--- src/rtl/csc_mac_rgb.sv ---
// Colour-space conversion MAC: evaluates a 3x3 Q2.8 matrix on Y/Xb/Xr magnitudes with a single
// time-shared multiplier and returns clamped 8-bit R, G, B behind valid/ready handshakes.
module csc_mac_rgb #(
  parameter logic [89:0] COEF = {10'd256, 10'd0,   10'd403,
                                 10'd256, 10'd48,  10'd120,
                                 10'd256, 10'd475, 10'd0},
  parameter bit          RND  = 1'b1
) (
  input  logic        clk_in,
  input  logic        reset,
  input  logic        in_valid,
  output logic        in_ready,
  input  logic [7:0]  usign_y,
  input  logic [7:0]  usign_xb,
  input  logic [7:0]  usign_xr,
  input  logic [11:0] add_sub_ctr,
  input  logic [7:0]  thresh_low,
  input  logic [7:0]  thresh_hi,
  output logic        out_valid,
  input  logic        out_ready,
  output logic [7:0]  out_r,
  output logic [7:0]  out_g,
  output logic [7:0]  out_b
);

  typedef enum logic [1:0] {StIdle, StCalc, StDone} state_e;

  state_e state_q, state_d;

  logic [7:0]         y_q, xb_q, xr_q, tlo_q, thi_q;
  logic [11:0]        ctr_q;
  logic signed [19:0] acc_q;
  logic [3:0]         idx_q;
  logic [1:0]         row_q, col_q;
  logic [7:0]         r_q, g_q, b_q;

  logic               accept;
  logic [9:0]         coef_tab [16];
  logic [9:0]         coef_sel;
  logic [7:0]         mag_sel;
  logic [3:0]         row_nib;
  logic               sub_sel;
  logic [17:0]        prod;
  logic signed [19:0] prod_s, sum, res, lo_s, hi_s, clamp_lo, clamp_hi;
  logic [7:0]         chan;

  // Flattened coefficient table indexed directly by idx (= 3*row + col).
  for (genvar i = 0; i < 9; i++) begin : g_coef
    assign coef_tab[i] = COEF[89-10*i -: 10];
  end
  for (genvar i = 9; i < 16; i++) begin : g_coef_pad
    assign coef_tab[i] = '0;
  end

  // State register
  always_ff @(posedge clk_in) begin
    if (reset) state_q <= StIdle;
    else       state_q <= state_d;
  end

  // Next-state logic
  always_comb begin
    state_d = state_q;
    unique case (state_q)
      StIdle:  if (in_valid)        state_d = StCalc;
      StCalc:  if (idx_q == 4'd8)   state_d = StDone;
      StDone:  if (out_ready)       state_d = StIdle;
      default:                      state_d = StIdle;
    endcase
  end

  // Outputs decoded from registered state
  always_comb begin
    in_ready  = (state_q == StIdle) && !reset;
    out_valid = (state_q == StDone);
  end

  assign accept = in_valid && in_ready;

  // Datapath: one product per CALC cycle, folded into the row accumulator.
  always_comb begin
    coef_sel = coef_tab[idx_q];
    case (col_q)
      2'd0:    mag_sel = y_q;
      2'd1:    mag_sel = xb_q;
      default: mag_sel = xr_q;
    endcase
    case (row_q)
      2'd0:    row_nib = ctr_q[11:8];
      2'd1:    row_nib = ctr_q[7:4];
      default: row_nib = ctr_q[3:0];
    endcase
    case (col_q)
      2'd0:    sub_sel = row_nib[3];
      2'd1:    sub_sel = row_nib[2];
      default: sub_sel = row_nib[1];
    endcase
    prod     = {10'd0, mag_sel} * {8'd0, coef_sel};
    prod_s   = $signed({2'b00, prod});
    sum      = sub_sel ? (acc_q - prod_s) : (acc_q + prod_s);
    res      = (sum + (RND ? 20'sd128 : 20'sd0)) >>> 8;
    lo_s     = $signed({12'd0, tlo_q});
    hi_s     = $signed({12'd0, thi_q});
    // High threshold is applied last so it wins when the thresholds cross.
    clamp_lo = (res < lo_s) ? lo_s : res;
    clamp_hi = (clamp_lo > hi_s) ? hi_s : clamp_lo;
    chan     = clamp_hi[7:0];
  end

  always_ff @(posedge clk_in) begin
    if (reset) begin
      y_q   <= '0;
      xb_q  <= '0;
      xr_q  <= '0;
      tlo_q <= '0;
      thi_q <= '0;
      ctr_q <= '0;
      acc_q <= '0;
      idx_q <= '0;
      row_q <= '0;
      col_q <= '0;
      r_q   <= '0;
      g_q   <= '0;
      b_q   <= '0;
    end else if (accept) begin
      y_q   <= usign_y;
      xb_q  <= usign_xb;
      xr_q  <= usign_xr;
      tlo_q <= thresh_low;
      thi_q <= thresh_hi;
      ctr_q <= add_sub_ctr;
      acc_q <= '0;
      idx_q <= '0;
      row_q <= '0;
      col_q <= '0;
    end else if (state_q == StCalc) begin
      idx_q <= idx_q + 4'd1;
      if (col_q == 2'd2) begin
        col_q <= '0;
        row_q <= row_q + 2'd1;
        acc_q <= '0;
        case (row_q)
          2'd0:    r_q <= chan;
          2'd1:    g_q <= chan;
          default: b_q <= chan;
        endcase
      end else begin
        col_q <= col_q + 2'd1;
        acc_q <= sum;
      end
    end
  end

  assign out_r = r_q;
  assign out_g = g_q;
  assign out_b = b_q;

endmodule

--- config.mk ---
export PLATFORM = sky130hd
export DESIGN_NAME = csc_mac_rgb
export DESIGN_NICKNAME = d
export VERILOG_FILES = /design/src/rtl/csc_mac_rgb.sv
export SDC_FILE = /design/constraint.sdc
export NUM_CORES = 1
export LEC_CHECK = 0
export CORE_MARGIN = 2
export CORE_UTILIZATION = 56
export DETAILED_ROUTE_END_ITERATION = 7
export PLACE_DENSITY = 0.75
export REMOVE_ABC_BUFFERS = 1
export SYNTH_ARGS = -nofsm -noshare
export SYNTH_HDL_FRONTEND = slang
export SYNTH_SLANG_ARGS = --single-unit
export TNS_END_PERCENT = 5
--- constraint.sdc ---
create_clock -name clk_in -period 16.3 [get_ports clk_in]
set_clock_uncertainty 0.2 [all_clocks]
set_input_delay 1.63 -clock clk_in [delete_from_list [all_inputs] [get_ports clk_in]]
set_output_delay 1.63 -clock clk_in [all_outputs]
set_load 0.005 [all_outputs]
* Word-level counts from Yosys, hierarchy flattened
Memory sizes are Yosys's and may differ from the RTL's.
Index checks and enable logic that the tools add are counted.
** Storage, ports and cells
- Bits in registers :: 106
- ROM bits :: 160
- Input port bits :: 56
- Word-level logic and storage cells :: 64
- Memories :: 1
** Cells by class
- Add/subtract/negate cells :: 6
- $mul :: 1
- $lt $le $gt $ge :: 3
- Equality and inequality tests :: 9
- Mux-type cells :: 14
- Bitwise logic cells :: 3
- Reduce and logical (&&, ||, !) cells :: 13
** Memory list
- (no name shown) :: depth 16, bits a word 10, read ports 1, clocked after memory_dff 0, write ports 0, RTL line 82 : coef_sel = coef_tab[idx_q];
** Operators with widths (count)
- $mux 20 :: 3
- $add 20x19->20 :: 1
- $add 20x9->20 const B :: 1
- $gt 20x9->1 :: 1
- $mux 10 :: 2
- $sub 20x19->20 :: 1
- $mul 8x10->18 :: 1
- $pmux 8 s2 :: 1
- $lt 12x9->1 :: 1
- $reduce_and 4->1 :: 3
- $mux 2 :: 4
- $mux 8 :: 1
- $pmux 4 s2 :: 1
- $eq 2x1->1 const B :: 3
- $logic_not 2->1 :: 3
- $pmux 2 s3 :: 1
- $ge 5x5->1 const B :: 1
- $not 4->5 :: 1
- $add 2x1->2 const B :: 2
- $add 4x1->4 const B :: 1
- $eq 2x2->1 const B :: 2
- $eq 4x4->1 const B :: 1
- $ne 2x2->1 const B :: 2
- $reduce_or 2->1 :: 2
- other kinds (7) :: 9

* Longest topological paths before layout
Gate-level depths: netlist of the first run.
- Depth in word-level cells :: 12
- Gate-level depth with buffers :: 56
- Mapped depth without buffers :: 52

* Least setup slack after synthesis of the first run
Ideal clock, no wire load.
- Path kind :: flip-flop to flip-flop
- From :: register col_q[0]
- To :: register b_q[1] (netlist: out_b[1])
- Setup time :: 120 ps
- Data arrival time :: 11374 ps
- Data required time :: 15980 ps
- Slack :: 4607 ps
- Stages on the path, launching flop included :: 50
- Path buffers :: 4
- Period minus slack after synthesis :: 11693 ps
- Cell sequence :: dfxtp_1 clkbuf_1 buf_1 mux2i_1 nor2_1 a21oi_1 or2_2 inv_1 fa_1 inv_1 fa_1 inv_1 fa_1 inv_1 fa_1 inv_1 ha_1 a21oi_1 [14 not listed] o21bai_1 mux2_2 a211oi_2 ha_1 clkbuf_1 mux2i_1 inv_1 ha_1 nand3_1 o21ai_0 a21oi_1 o21ai_0 nor3b_1 inv_1 a41o_1 buf_2 o21a_1 o31a_1
** On the way
- Word-level cells in the longest chain between the ends :: 10
- Elaborated cells between the ends (all ways) :: 15
- Those cells by class :: add/sub (3); mul (1); order compare (2); eq/ne (2); mux (5); reduce/logical (2)
** RTL lines
- from (decl) :: RTL line 34 : logic [1:0] row_q, col_q;
- from (signal assigned) :: RTL line 148 : col_q <= col_q + 2'd1;
- $eq 2x1->1 / $logic_not 2->1 (equally long branches) :: RTL line 83, 93
- $pmux 8 s2 :: RTL line 83 : case (col_q)
- $mul 8x10->18 :: RTL line 98 : prod = {10'd0, mag_sel} * {8'd0, coef_sel};
- $add 20x19->20 / $sub 20x19->20 (equally long branches) :: RTL line 100 : sum = sub_sel ? (acc_q - prod_s) : (acc_q + prod_s);
- $mux 20 :: RTL line 100
- $add 20x9->20 :: RTL line 101 : res = (sum + (RND ? 20'sd128 : 20'sd0)) >>> 8;
- $lt 12x9->1 :: RTL line 105 : clamp_lo = (res < lo_s) ? lo_s : res;
- $mux 20 :: RTL line 105
- $gt 20x9->1 :: RTL line 106 : clamp_hi = (clamp_lo > hi_s) ? hi_s : clamp_lo;
- $mux 8 :: RTL line 106
- to (signal assigned) :: RTL line 145 : default: b_q <= chan;
- to (decl) :: RTL line 35 : logic [7:0] r_q, g_q, b_q;
Parallel ways exist; a longest one is shown, timed or not.
A chain may end at the register's enable or synchronous reset.

* Worst setup path after layout of the first run
- From :: register col_q[0]
- To :: register g_q[1] (netlist: out_g[1])
** On the way
- Word-level cells in the longest chain between the ends :: 10
- Elaborated cells between the ends (all ways) :: 15
- Those cells by class :: add/sub (3); mul (1); order compare (2); eq/ne (2); mux (5); reduce/logical (2)
** RTL lines
- $eq 2x1->1 / $logic_not 2->1 (equally long branches) :: RTL line 83, 93
- $pmux 8 s2 :: RTL line 83
- $mul 8x10->18 :: RTL line 98
- $add 20x19->20 / $sub 20x19->20 (equally long branches) :: RTL line 100
- $mux 20 :: RTL line 100
- $add 20x9->20 :: RTL line 101
- $lt 12x9->1 :: RTL line 105
- $mux 20 :: RTL line 105
- $gt 20x9->1 :: RTL line 106
- $mux 8 :: RTL line 106
- to (signal assigned) :: RTL line 144 : 2'd1: g_q <= chan;
- to (decl) :: RTL line 35
Parallel ways exist; a longest one is shown, timed or not.

==> summary.md, run 1 <==
| Metric | Value |
|---|---|
| Status | `complete, no violations` |
| Pwr Density | `around 110 mW/mm^2` |
| Area share of the leading cell type in the synthesized netlist | `23.18%` |
| Number of synthesized flops with an enable pin | `0` |
| Adder-cell share of the synthesized area | `20.00%` |
| Cts hold-fix bufs | `0` |
| Class of the worst hold path | `reg2reg` |
| Buffers on Ports | `78` |
| Last element of the critical path | `out_g[1]` |
| Finished Layout Cells | `roughly 1.4k` |
| CP Data Arrival Time | `between 10 and 15 ns` |
| Synthesis-stage register bit count | `between 100 and 150` |
| Vias in the first global route | `roughly 7.4k` |
| Combinational family with the most area after synthesis | `compound AO/OA/AOI/OAI gates` |
| Share of final-layout standard cells stronger than drive strength 1 | `under 10%` |
| Inst Count DP | `between 1k and 1.5k` |
| Synth unique cells | `between 80 and 90` |
| Routed wire length per instance | `roughly 15 um` |
| Die height | `about 130 um` |
| Routed vias | `8030` |
| Register ranked first by flip-flop count | `acc_q` |
| Part of the power in registers | `roughly 25%` |
| Clock latency on the worst-skew pair | `0.36 ns` |
| Worst relative slew slack | `34.03%` |
| Initial antenna violation count | `1` |
| Total CTS buffers | `9` |
| Final hold violation count | `0` |
| CTS Root Cell | `sky130_fd_sc_hd__clkbuf_16` |
| Part of the total power dissipated in the clock network | `21.4%` |
| Reg-to-reg critical path endpoint | `out_g[1]` |
| Launching element type of the critical path | `register` |
| Internal Pwr Total | `slightly above 600 uW` |
| Pin count of the biggest net entering global routing | `between 50 and 60` |
| Total wire length after detailed routing | `approximately 21 mm` |
| Sw power | `between 400 and 500 uW` |
| Worst path most repeated cell | `sky130_fd_sc_hd__ha_1` |
| Mean cell area of the mapped netlist | `around 8 um^2` |
| Share of synthesized registers carrying an async set or reset | `0%` |
| Top flip-flop cell by instance count after synthesis | `sky130_fd_sc_hd__dfxtp_1` |
| Leading cell type by number of instances after synthesis | `sky130_fd_sc_hd__nand2_1` |
| Clock buffer depth | `2` |
| Max-capacitance violation count | `0` |
| CP Capture Type | `register` |
| Global-route wire length before repair | `~35 mm` |
| Unrepaired setup endpoints after global routing | `no` |
| Drt initial violations | `about 460` |
| Biggest area consumer among synthesized cells | `sky130_fd_sc_hd__dfxtp_1` |
| Flip-flop count of the largest register, all copies and words added | `20` |
| Reg-to-reg setup timing slack | `between 3 and 4 ns` |
| Critical path start-end classification | `reg2reg` |
| Fmax | `0.07523 GHz` |
| Half-perimeter wire length after detailed placement | `between 15 and 20 mm` |
| Count of nets after finishing | `1336` |
| Post-synth design cell area | `0.008897 mm^2` |
| Hold depth | `2` |
| Die area | `approximately 0.017 mm^2` |
| Synthesis-to-layout area growth | `13.18%` |
| Placement Rows | `46` |
| Largest stage delay, worst path | `slightly above 0.8 ns` |
| Overall routing resource usage | `25.63%` |
| TritonCTS Sinks | `roughly 100` |
| Floorplan core area | `around 0.016 mm^2` |
| Sequential area share after synthesis | `23.18%` |
| RD Place Congestion | `between 0.8 and 0.9` |
| WP buf/inv | `4` |
| Count of pins over their slew limit | `0` |
| Setup crit start | `col_q[0]` |
| Required @ worst endpoint | `about 16 ns` |
| XOR/XNOR Fraction of Synth Area | `between 5 and 6%` |
| Largest registers ranked by flip-flop count | `acc_q (20), ctr_q (9)` |
| Fraction of the mapped netlist area in compound gates | `between 20 and 25%` |
| Overflow left after global routing | `0` |
| Switching share of power | `about 44%` |
| Fraction of synthesized area in multiplexers | `around 2.3%` |
| Synthesized netlist cell count | `about 1.1k` |
| Number of logic stages on the critical path including buffering | `43` |
| Final critical-path share of the clock period | `81.55%` |
| Ant. Diodes | `0` |
| Post-synth top cells | `sky130_fd_sc_hd__nand2_1, sky130_fd_sc_hd__nor2_1, sky130_fd_sc_hd__dfxtp_1` |
| Initial core utilization | `a little under three fifths` |
| R2R depth | `43` |
| Count of warnings emitted by yosys | `0` |
| Max rail drop VDD | `0.1020 mV` |
| H-tree depth | `3` |
| DRC violation count after routing | `0` |
| Die extent in x | `~130 um` |
| Final critical path time including I/O delays and setup | `approximately 13 ns` |
| Worst-case setup margin in the final layout | `approximately 3 ns` |
| Number of top-level pins | `82` |
| Setup repair bufs after CTS | `0` |
| Measured slew at the worst slew-check pin | `between 0.9 and 1 ns` |
| Setup violation total in the final timing report | `0` |
| Largest fanout of any net on the critical path | `20` |
| Per-cell via count in the routed design | `roughly 5.8` |
| Largest cells by area after synthesis | `sky130_fd_sc_hd__dfxtp_1, sky130_fd_sc_hd__ha_1, sky130_fd_sc_hd__fa_1` |
| Fraction of power consumed by combinational cells | `53.4%` |
| Top delay family on crit path | `compound AO/OA/AOI/OAI gates` |
| CTS clk-pin slew, worst paths | `0.09 ns` |
| Simple-gate portion of the synthesized area | `between 20% and 30%` |
| Clock tree from TritonCTS | `built` |
| Count of fill cells added during filler insertion | `1407` |
| Launch point of the worst reg-to-reg path | `col_q[0]` |
| Count of instances resized after the clock tree is built | `0` |
| CP max-delay cell | `sky130_fd_sc_hd__nor3b_1` |
| Final TNS setup | `0 ns` |
| Count of TritonRoute iterations in the first routing pass | `5` |
| Leakage dissipation | `~4.4 nW` |
| Antenna viol nets, final | `0` |
| Minimum setup slack after placement | `3.225 ns` |
[worst min-delay path by stage]
| stage | from | end | slack (ns) |
|---|---|---|---|
| 6_report | y_q[5] | y_q[5] | 0.26 |
| 5_1_grt | thi_q[1] | thi_q[1] | 0.27 |
| 4_1_cts | thi_q[6] | thi_q[6] | 0.26 |
| 3_5_place_dp | thi_q[6] | thi_q[6] | 0.25 |
| 3_3_place_gp | xb_q[0] | xb_q[0] | 0.24 |
| 2_1_floorplan | y_q[0] | y_q[0] | 0.23 |
[through the flow]
stage | hold WS [ns] | utilization [%] | instance area [um^2] | power (mW)
after global placement | 0.2416 | 62.14 | 9763 | 0.8379
after floorplan | 0.2296 | - | 8657 | 0.7149
after CTS | 0.2582 | 64.09 | 10070 | 1.082
final | 0.2565 | 64.09 | 10070 | 1.082
after detailed placement | 0.2468 | 62.14 | 9763 | 0.8479
after global routing | 0.2746 | 64.09 | 10070 | 1.168
[power groups by stage]
stage                     Combinational, mW  Clock, mW  Sequential, mW
after floorplan                       0.439          0           0.276
after global placement                0.560          0           0.278
after detailed placement              0.569          0           0.278
after CTS                             0.575      0.234           0.272
after global routing                  0.649      0.244           0.274
final                                 0.578      0.231           0.272
[worst reg2reg max path: cells and delay by family (launching register included)]
kind | cells | cell delay [ns]
mux | 3 | 1.11
simple gates | 12 | 3.35
xor+xnor | 1 | 0.20
buf+inv | 4 | 0.28
flops | 1 | 0.79
compound gates | 15 | 3.92
fa+ha+maj | 8 | 3.31
[layout make-up]
type                            instances  area, um^2  share of cell area, %
Multi-Input combinational cell        875        6287                  62.44
Sequential cell                       103        2062                  20.48
Timing Repair Buffer                   86       835.8                  8.300
Inverter                               82       307.8                  3.057
Tap cell                              216       270.3                  2.684
Clock buffer                           10       239.0                  2.373
Clock inverter                          6       67.56                 0.6710
[cell families after synthesis]
| kind of cell | Yosys count |
|---|---|
| simple gates | 400 |
| compound gates | 282 |
| buf+inv | 137 |
| fa+ha+maj | 123 |
| flops | 103 |
| xor+xnor | 50 |
| mux | 20 |
[per-layer routing]
metal | vias to the layer above | GRT usage [%] | share of wire [%]
met3 | 28 | 3.772 | 5.6
li1 | 3994 | - | -
met2 | 232 | 40.99 | 46
met4 | 2 | 6.831 | 1.7
met5 | - | 0 | 0.057
met1 | 3774 | 36.40 | 47
[cell usage in the layout (no fill, tap or decap), types with 9 or more instances in the layout]
cell type                         instances
sky130_fd_sc_hd__nor2b_1                 11
sky130_fd_sc_hd__nand3_1                 12
sky130_fd_sc_hd__and3_1                  11
sky130_fd_sc_hd__a311oi_1                10
sky130_fd_sc_hd__ha_1                    91
sky130_fd_sc_hd__a22oi_1                 17
sky130_fd_sc_hd__xnor2_1                 32
sky130_fd_sc_hd__nor2_1                 117
sky130_fd_sc_hd__o21ai_0                 34
sky130_fd_sc_hd__mux2i_1                 16
sky130_fd_sc_hd__or2_2                   10
sky130_fd_sc_hd__nor3_1                  22
sky130_fd_sc_hd__a21oi_1                102
sky130_fd_sc_hd__xor2_1                  14
sky130_fd_sc_hd__nand2b_1                14
sky130_fd_sc_hd__dfxtp_1                103
sky130_fd_sc_hd__clkdlybuf4s50_1         77
sky130_fd_sc_hd__nand2_1                146
sky130_fd_sc_hd__clkbuf_16                9
sky130_fd_sc_hd__inv_1                   82
sky130_fd_sc_hd__fa_1                    32
sky130_fd_sc_hd__a21o_1                  20
sky130_fd_sc_hd__and2_1                  11
Note: power is estimated with default switching activity, not from simulation.
==> run 2: changes to the inputs <==
- CORE_UTILIZATION: 56 -> 54
- PLACE_DENSITY: 0.75 -> 0.76
- clock period: 16.3 -> 11.56 ns (I/O delays scaled with it)
==> run 2 against run 1 <==
Cell count up 2.4%. Critical endpoint is now out_r[0]. Via count grew 1.2%. First-iteration DRC count down 4.3%. Global-route usage down 0.73 points. Final area is 4.0% higher. Sequential share of layout area fell by 0.70 points. Combinational power increased by 61%. Power rose by 51%. Register-to-register slack worse by 2.3 ns. Worst setup slack worse by 2.3 ns. Clock-buffer cell count did not move. Core utilization up 1.4 points.
==> summary.md, run 2 (synthesized netlist as in run 1, its figures left out) <==
| Metric | Value |
|---|---|
| Cts hold-fix bufs | `0` |
| CP Data Arrival Time | `~11 ns` |
| R2R depth | `~40` |
| Setup crit start | `idx_q[2]` |
| Die extent in x | `between 100 and 150 um` |
| Clock latency on the worst-skew pair | `about 0.37 ns` |
| CP Capture Type | `register` |
| Commonest non-fill, non-tap cells in the layout | `sky130_fd_sc_hd__nand2_1, sky130_fd_sc_hd__nor2_1, sky130_fd_sc_hd__a21oi_1` |
| Share of final-layout standard cells stronger than drive strength 1 | `a little over a tenth` |
| Vias in the first global route | `about 7.7k` |
| Overall routing resource usage | `between 20% and 30%` |
| Last element of the critical path | `out_r[0]` |
| Overflow left after global routing | `0` |
| Pwr Density | `roughly 160 mW/mm^2` |
| CTS Root Cell | `sky130_fd_sc_hd__clkbuf_16` |
| Largest registers ranked by flip-flop count | `acc_q (20), ctr_q (9)` |
| Initial antenna violation count | `0` |
| Flip-flop count of the largest register, all copies and words added | `20` |
| Clock buffer depth | `2` |
| Half-perimeter wire length after detailed placement | `around 16 mm` |
| Most common cell after layout, fill and taps aside | `sky130_fd_sc_hd__nand2_1` |
| Initial core utilization | `55.61%` |
| Floorplan core area | `0.01600 mm^2` |
| Reg-to-reg critical path endpoint | `out_r[0]` |
| Ant. Diodes | `0` |
| Unrepaired setup endpoints after global routing | `no` |
| DRC violation count after routing | `0` |
| Status | `complete, no violations` |
| Launch point of the worst reg-to-reg path | `idx_q[2]` |
| Worst relative slew slack | `~18%` |
| Clock tree from TritonCTS | `built` |
| Total CTS buffers | `9` |
| Final critical-path share of the clock period | `94.28%` |
| CTS clk-pin slew, worst paths | `roughly 0.080 ns` |
| Final hold violation count | `0` |
| Routed vias | `approximately 8.1k` |
| Global-route wire length before repair | `between 30 and 40 mm` |
| Total power consumption of the routed design | `between 1.5 and 2 mW` |
| Synthesis-to-layout area growth | `17.70%` |
| Placement Rows | `between 40 and 50` |
| Buffers on Ports | `approximately 80` |
| Reg-to-reg setup timing slack | `between 0.6 and 0.7 ns` |
| Pin count of the biggest net entering global routing | `66` |
| Per-cell via count in the routed design | `5.760` |
| Final critical path time including I/O delays and setup | `between 10 and 15 ns` |
| Leakage dissipation | `around 4.6 nW` |
| Final TNS setup | `0 ns` |
| Critical path start-end classification | `reg2reg` |
| Launching element type of the critical path | `register` |
| Count of pins over their slew limit | `0` |
| Setup violation total in the final timing report | `0` |
| Class of the worst hold path | `reg2reg` |
| Required @ worst endpoint | `11.63 ns` |
| Routed wire length per instance | `between 15 and 20 um` |
| Antenna viol nets, final | `0` |
| Drt initial violations | `about 440` |
| Worst-case setup margin in the final layout | `approximately 0.66 ns` |
| Final standard cell utilization of the core | `between 60% and 70%` |
| Measured slew at the worst slew-check pin | `about 1.2 ns` |
| H-tree depth | `3` |
| TritonCTS Sinks | `slightly above 100` |
| Largest fanout of any net on the critical path | `16` |
| Register ranked first by flip-flop count | `acc_q` |
| Count of nets after finishing | `roughly 1.4k` |
| Die area | `0.01752 mm^2` |
| Count of TritonRoute iterations in the first routing pass | `7` |
| Fmax | `approximately 0.092 GHz` |
| Max rail drop VDD | `0.1326 mV` |
| Number of top-level pins | `approximately 80` |
| Worst path most repeated cell | `sky130_fd_sc_hd__fa_1` |
| Total wire length after detailed routing | `approximately 22 mm` |
| Minimum setup slack after placement | `0.1626 ns` |
| CP max-delay cell | `sky130_fd_sc_hd__fa_1` |
| Die height | `about 130 um` |
| Largest stage delay, worst path | `between 0.5 and 0.6 ns` |
| Max-capacitance violation count | `0` |
| RD Place Congestion | `0.9385` |
run 2: metrics by stage:
step | area, um^2 | cells | hold WS [ns]
finish | 10470 | 1411 | 0.2554
global route | 10470 | 1411 | 0.2746
CTS | 10280 | 1404 | 0.2562
detailed placement | 9983 | 1388 | 0.2463
global placement | 9983 | 1388 | 0.2417
floorplan | 8657 | 1060 | 0.2296
run 2: area by class of cell:
type | instances | area (um^2)
sequential | 103 | 2071
multi-input combinational | 875 | 6421
clock inverter | 6 | 65.06
clock buffer | 10 | 229.0
timing repair buffer | 119 | 1109
inverter | 82 | 307.8
tap | 216 | 270.3
fill | 1436 | 5528
run 2: power breakdown:
group | total (mW) | leakage, nW | switching [mW] | internal (mW)
Combinational | 0.933 | 3.59 | 0.532 | 0.401
Sequential | 0.384 | 0.841 | 0.0118 | 0.372
Clock | 0.314 | 0.144 | 0.161 | 0.153
run 2: layer usage:
| layer | share of wire [%] | global-route usage (%) |
|---|---|---|
| met1 | 48 | 35.57 |
| met2 | 46 | 39.46 |
| met3 | 4.6 | 3.114 |
| met4 | 1.5 | 7.288 |
| met5 | 0 | 0 |
run 2: how the worst min path moves through the flow:
stage                   start         to  slack, ns  cells after the start
CTS                 ctr_q[11]  ctr_q[11]       0.26                      2
global route          xb_q[2]    xb_q[2]       0.27                      2
detailed placement   thi_q[3]   thi_q[3]       0.25                      2
global placement       y_q[3]     y_q[3]       0.24                      2
finish                xb_q[2]    xb_q[2]       0.26                      2
floorplan              y_q[0]     y_q[0]       0.23                      2
run 2: timing repair:
| action | CTS | global route |
|---|---|---|
| buffers inserted | 0 | 7 |
| setup endpoints to repair | 0 | 24 |
| gates resized for setup | 0 | 43 |
run 2: worst max-delay path, delay by kind of cell (launching register included):
family          cells  cell delay (ns)
compound gates     15             3.57
fa+ha+maj           8             3.39
simple gates        9             2.01
buf+inv             7             0.72
flops               1             0.38
mux                 1             0.28
xor+xnor            1             0.20
==> run 3: changes to the inputs <==
- CORE_ASPECT_RATIO: default -> 0.8
- GPL_ROUTABILITY_DRIVEN: default -> 0
==> run 3 against run 2 <==
Combinational power increased by 4.1%. Wire length rose by 0.10%. Non-clock buffer count is 2 higher. Cell count about the same. Core utilization rose by 0.31 points. Power rose by 3.0%. Clock power increased by 4%. Fmax is 0.80% lower.
==> summary.md, run 3 (synthesized netlist as in run 1, its figures left out) <==
| Metric | Value |
|---|---|
| Die height | `around 120 um` |
| Internal Pwr Total | `~940 uW` |
| Flip-flop count of the largest register, all copies and words added | `20` |
| Count of pins over their slew limit | `0` |
| TritonCTS Sinks | `103` |
| Status | `complete, no violations` |
| Clock buffer depth | `2` |
| Number of top-level pins | `a little over 80` |
| Global-route wire length before repair | `about 36 mm` |
| Class of the worst hold path | `reg2reg` |
| Overall routing resource usage | `around a quarter` |
| CP Data Arrival Time | `between 10 and 15 ns` |
| Worst relative slew slack | `49.55%` |
| Register ranked first by flip-flop count | `acc_q` |
| Antenna viol nets, final | `0` |
| CP Capture Type | `register` |
| Count of nets after finishing | `1371` |
| Fmax | `between 0.09 and 0.1 GHz` |
| Largest fanout of any net on the critical path | `15` |
| Initial core utilization | `55.77%` |
| Final standard cell utilization of the core | `between 60% and 70%` |
| Synthesis-to-layout area growth | `17.92%` |
| Final critical path time including I/O delays and setup | `~11 ns` |
| Max rail drop VDD | `roughly 0.10 mV` |
| Most common cell after layout, fill and taps aside | `sky130_fd_sc_hd__nand2_1` |
| Drt initial violations | `564` |
| Required @ worst endpoint | `around 12 ns` |
| Finished Layout Cells | `between 1k and 1.5k` |
| Fraction of power consumed by combinational cells | `~58%` |
| Die extent in x | `approximately 150 um` |
| Vias in the first global route | `between 7k and 8k` |
| Max-capacitance violation count | `0` |
| Leakage dissipation | `between 4 and 5 nW` |
| Floorplan core area | `between 0.015 and 0.02 mm^2` |
| Per-cell via count in the routed design | `about 5.7` |
| Half-perimeter wire length after detailed placement | `between 15 and 20 mm` |
| CTS clk-pin slew, worst paths | `roughly 0.080 ns` |
| Pin count of the biggest net entering global routing | `66` |
| Final critical-path share of the clock period | `a little over nine tenths` |
| Setup violation total in the final timing report | `0` |
| Measured slew at the worst slew-check pin | `0.7509 ns` |
| Switching share of power | `43.86%` |
| Share of final-layout standard cells stronger than drive strength 1 | `between 10% and 20%` |
| Placement Rows | `roughly 40` |
| Count of fill cells added during filler insertion | `roughly 1.4k` |
| Final TNS setup | `0 ns` |
| H-tree depth | `3` |
| Routed wire length per instance | `15.30 um` |
| Count of TritonRoute iterations in the first routing pass | `6` |
| Final hold violation count | `0` |
| Overflow left after global routing | `0` |
| Part of the power in registers | `between 20% and 30%` |
| Largest registers ranked by flip-flop count | `acc_q (20), ctr_q (9)` |
| Total power consumption of the routed design | `around 1.7 mW` |
| Initial antenna violation count | `0` |
| Clock tree from TritonCTS | `built` |
| CTS Root Cell | `sky130_fd_sc_hd__clkbuf_16` |
| DRC violation count after routing | `0` |
| CP max-delay cell | `sky130_fd_sc_hd__fa_1` |
| Buffers on Ports | `just under 80` |
| Clock latency on the worst-skew pair | `between 0.3 and 0.4 ns` |
| Ant. Diodes | `0` |
| Total wire length after detailed routing | `between 20 and 25 mm` |
| Inst Count DP | `1388` |
| Worst Hold Margin | `between 0.2 and 0.3 ns` |
| Critical path start-end classification | `reg2reg` |
| Total CTS buffers | `9` |
| Part of the total power dissipated in the clock network | `between 10% and 20%` |
| Routed vias | `just over 8k` |
| Commonest non-fill, non-tap cells in the layout | `sky130_fd_sc_hd__nand2_1, sky130_fd_sc_hd__nor2_1, sky130_fd_sc_hd__a21oi_1` |
| Die area | `~0.018 mm^2` |
| Pwr Density | `~160 mW/mm^2` |
| Sw power | `around 740 uW` |
| Largest stage delay, worst path | `0.56 ns` |
| Launching element type of the critical path | `register` |
## run 3: cell count changes in the layout (fill, tap and decap cells not counted), sizes merged
| cell | previous run | this run |
|---|---|---|
| inv | 85 | 87 |
| clkinv | 3 | 2 |
| clkbuf | 10 | 9 |
| buf | 42 | 44 |
## run 3: metrics by stage
stage          area [um^2]  worst slack (ns)
6_report             10490            0.5737
5_1_grt              10490          -0.03445
4_1_cts              10280           0.09757
3_5_place_dp          9965          -0.04301
3_3_place_gp          9965            0.1095
2_1_floorplan         8657            0.1931
## run 3: timing repair
action                                  CTS  global route
endpoints found under the setup margin    1            24
pin swaps                                 0             4
setup buffers                             0             8
hold buffers                              0             0
gates resized for setup                   1            40
## run 3: per-layer routing
metal  up-vias  GRT usage [%]  part of all wire, %
met4         0          5.529                  1.1
met1      3805          36.64                   50
met3        20          3.525                  4.4
li1       4058              -                    -
met2       167          37.97                   44
met5         -              0                    0
## run 3: final cells by class
class | count | area (um^2) | area share, %
sequential | 103 | 2068 | 19.71
timing repair buffer | 121 | 1099 | 10.47
tap | 215 | 269.0 | 2.564
clock buffer | 9 | 225.2 | 2.147
inverter | 82 | 307.8 | 2.934
multi-input combinational | 875 | 6431 | 61.30
clock inverter | 7 | 91.34 | 0.8706
## run 3: worst max-delay path, delay by kind of cell, from the launching register on
family,cells,cell delay (ns)
XOR/XNOR,2,0.43
flip-flops,1,0.38
adder cells (fa/ha/maj),9,3.23
buffers and inverters,10,1.05
AO/OA/AOI/OAI,15,2.84
multiplexers,2,0.47
AND/OR/NAND/NOR,11,2.22
## run 3: final timing paths
kind / startpoint / to / slack, ns / cells after the start
worst max register to register: idx_q[0] / out_r[0] / 0.57 / 49
worst max-delay path: idx_q[0] / out_r[0] / 0.57 / 49
worst min register to register: xr_q[1] / xr_q[1] / 0.26 / 2
worst min-delay path: xr_q[1] / xr_q[1] / 0.26 / 2
## run 3: power groups by stage
stage | Combinational [mW] | Sequential [mW] | Clock, mW
3_3_place_gp | 0.861 | 0.391 | 0
4_1_cts | 0.881 | 0.383 | 0.332
3_5_place_dp | 0.873 | 0.392 | 0
2_1_floorplan | 0.619 | 0.389 | 0
5_1_grt | 1.07 | 0.386 | 0.345
6_report | 0.971 | 0.384 | 0.327
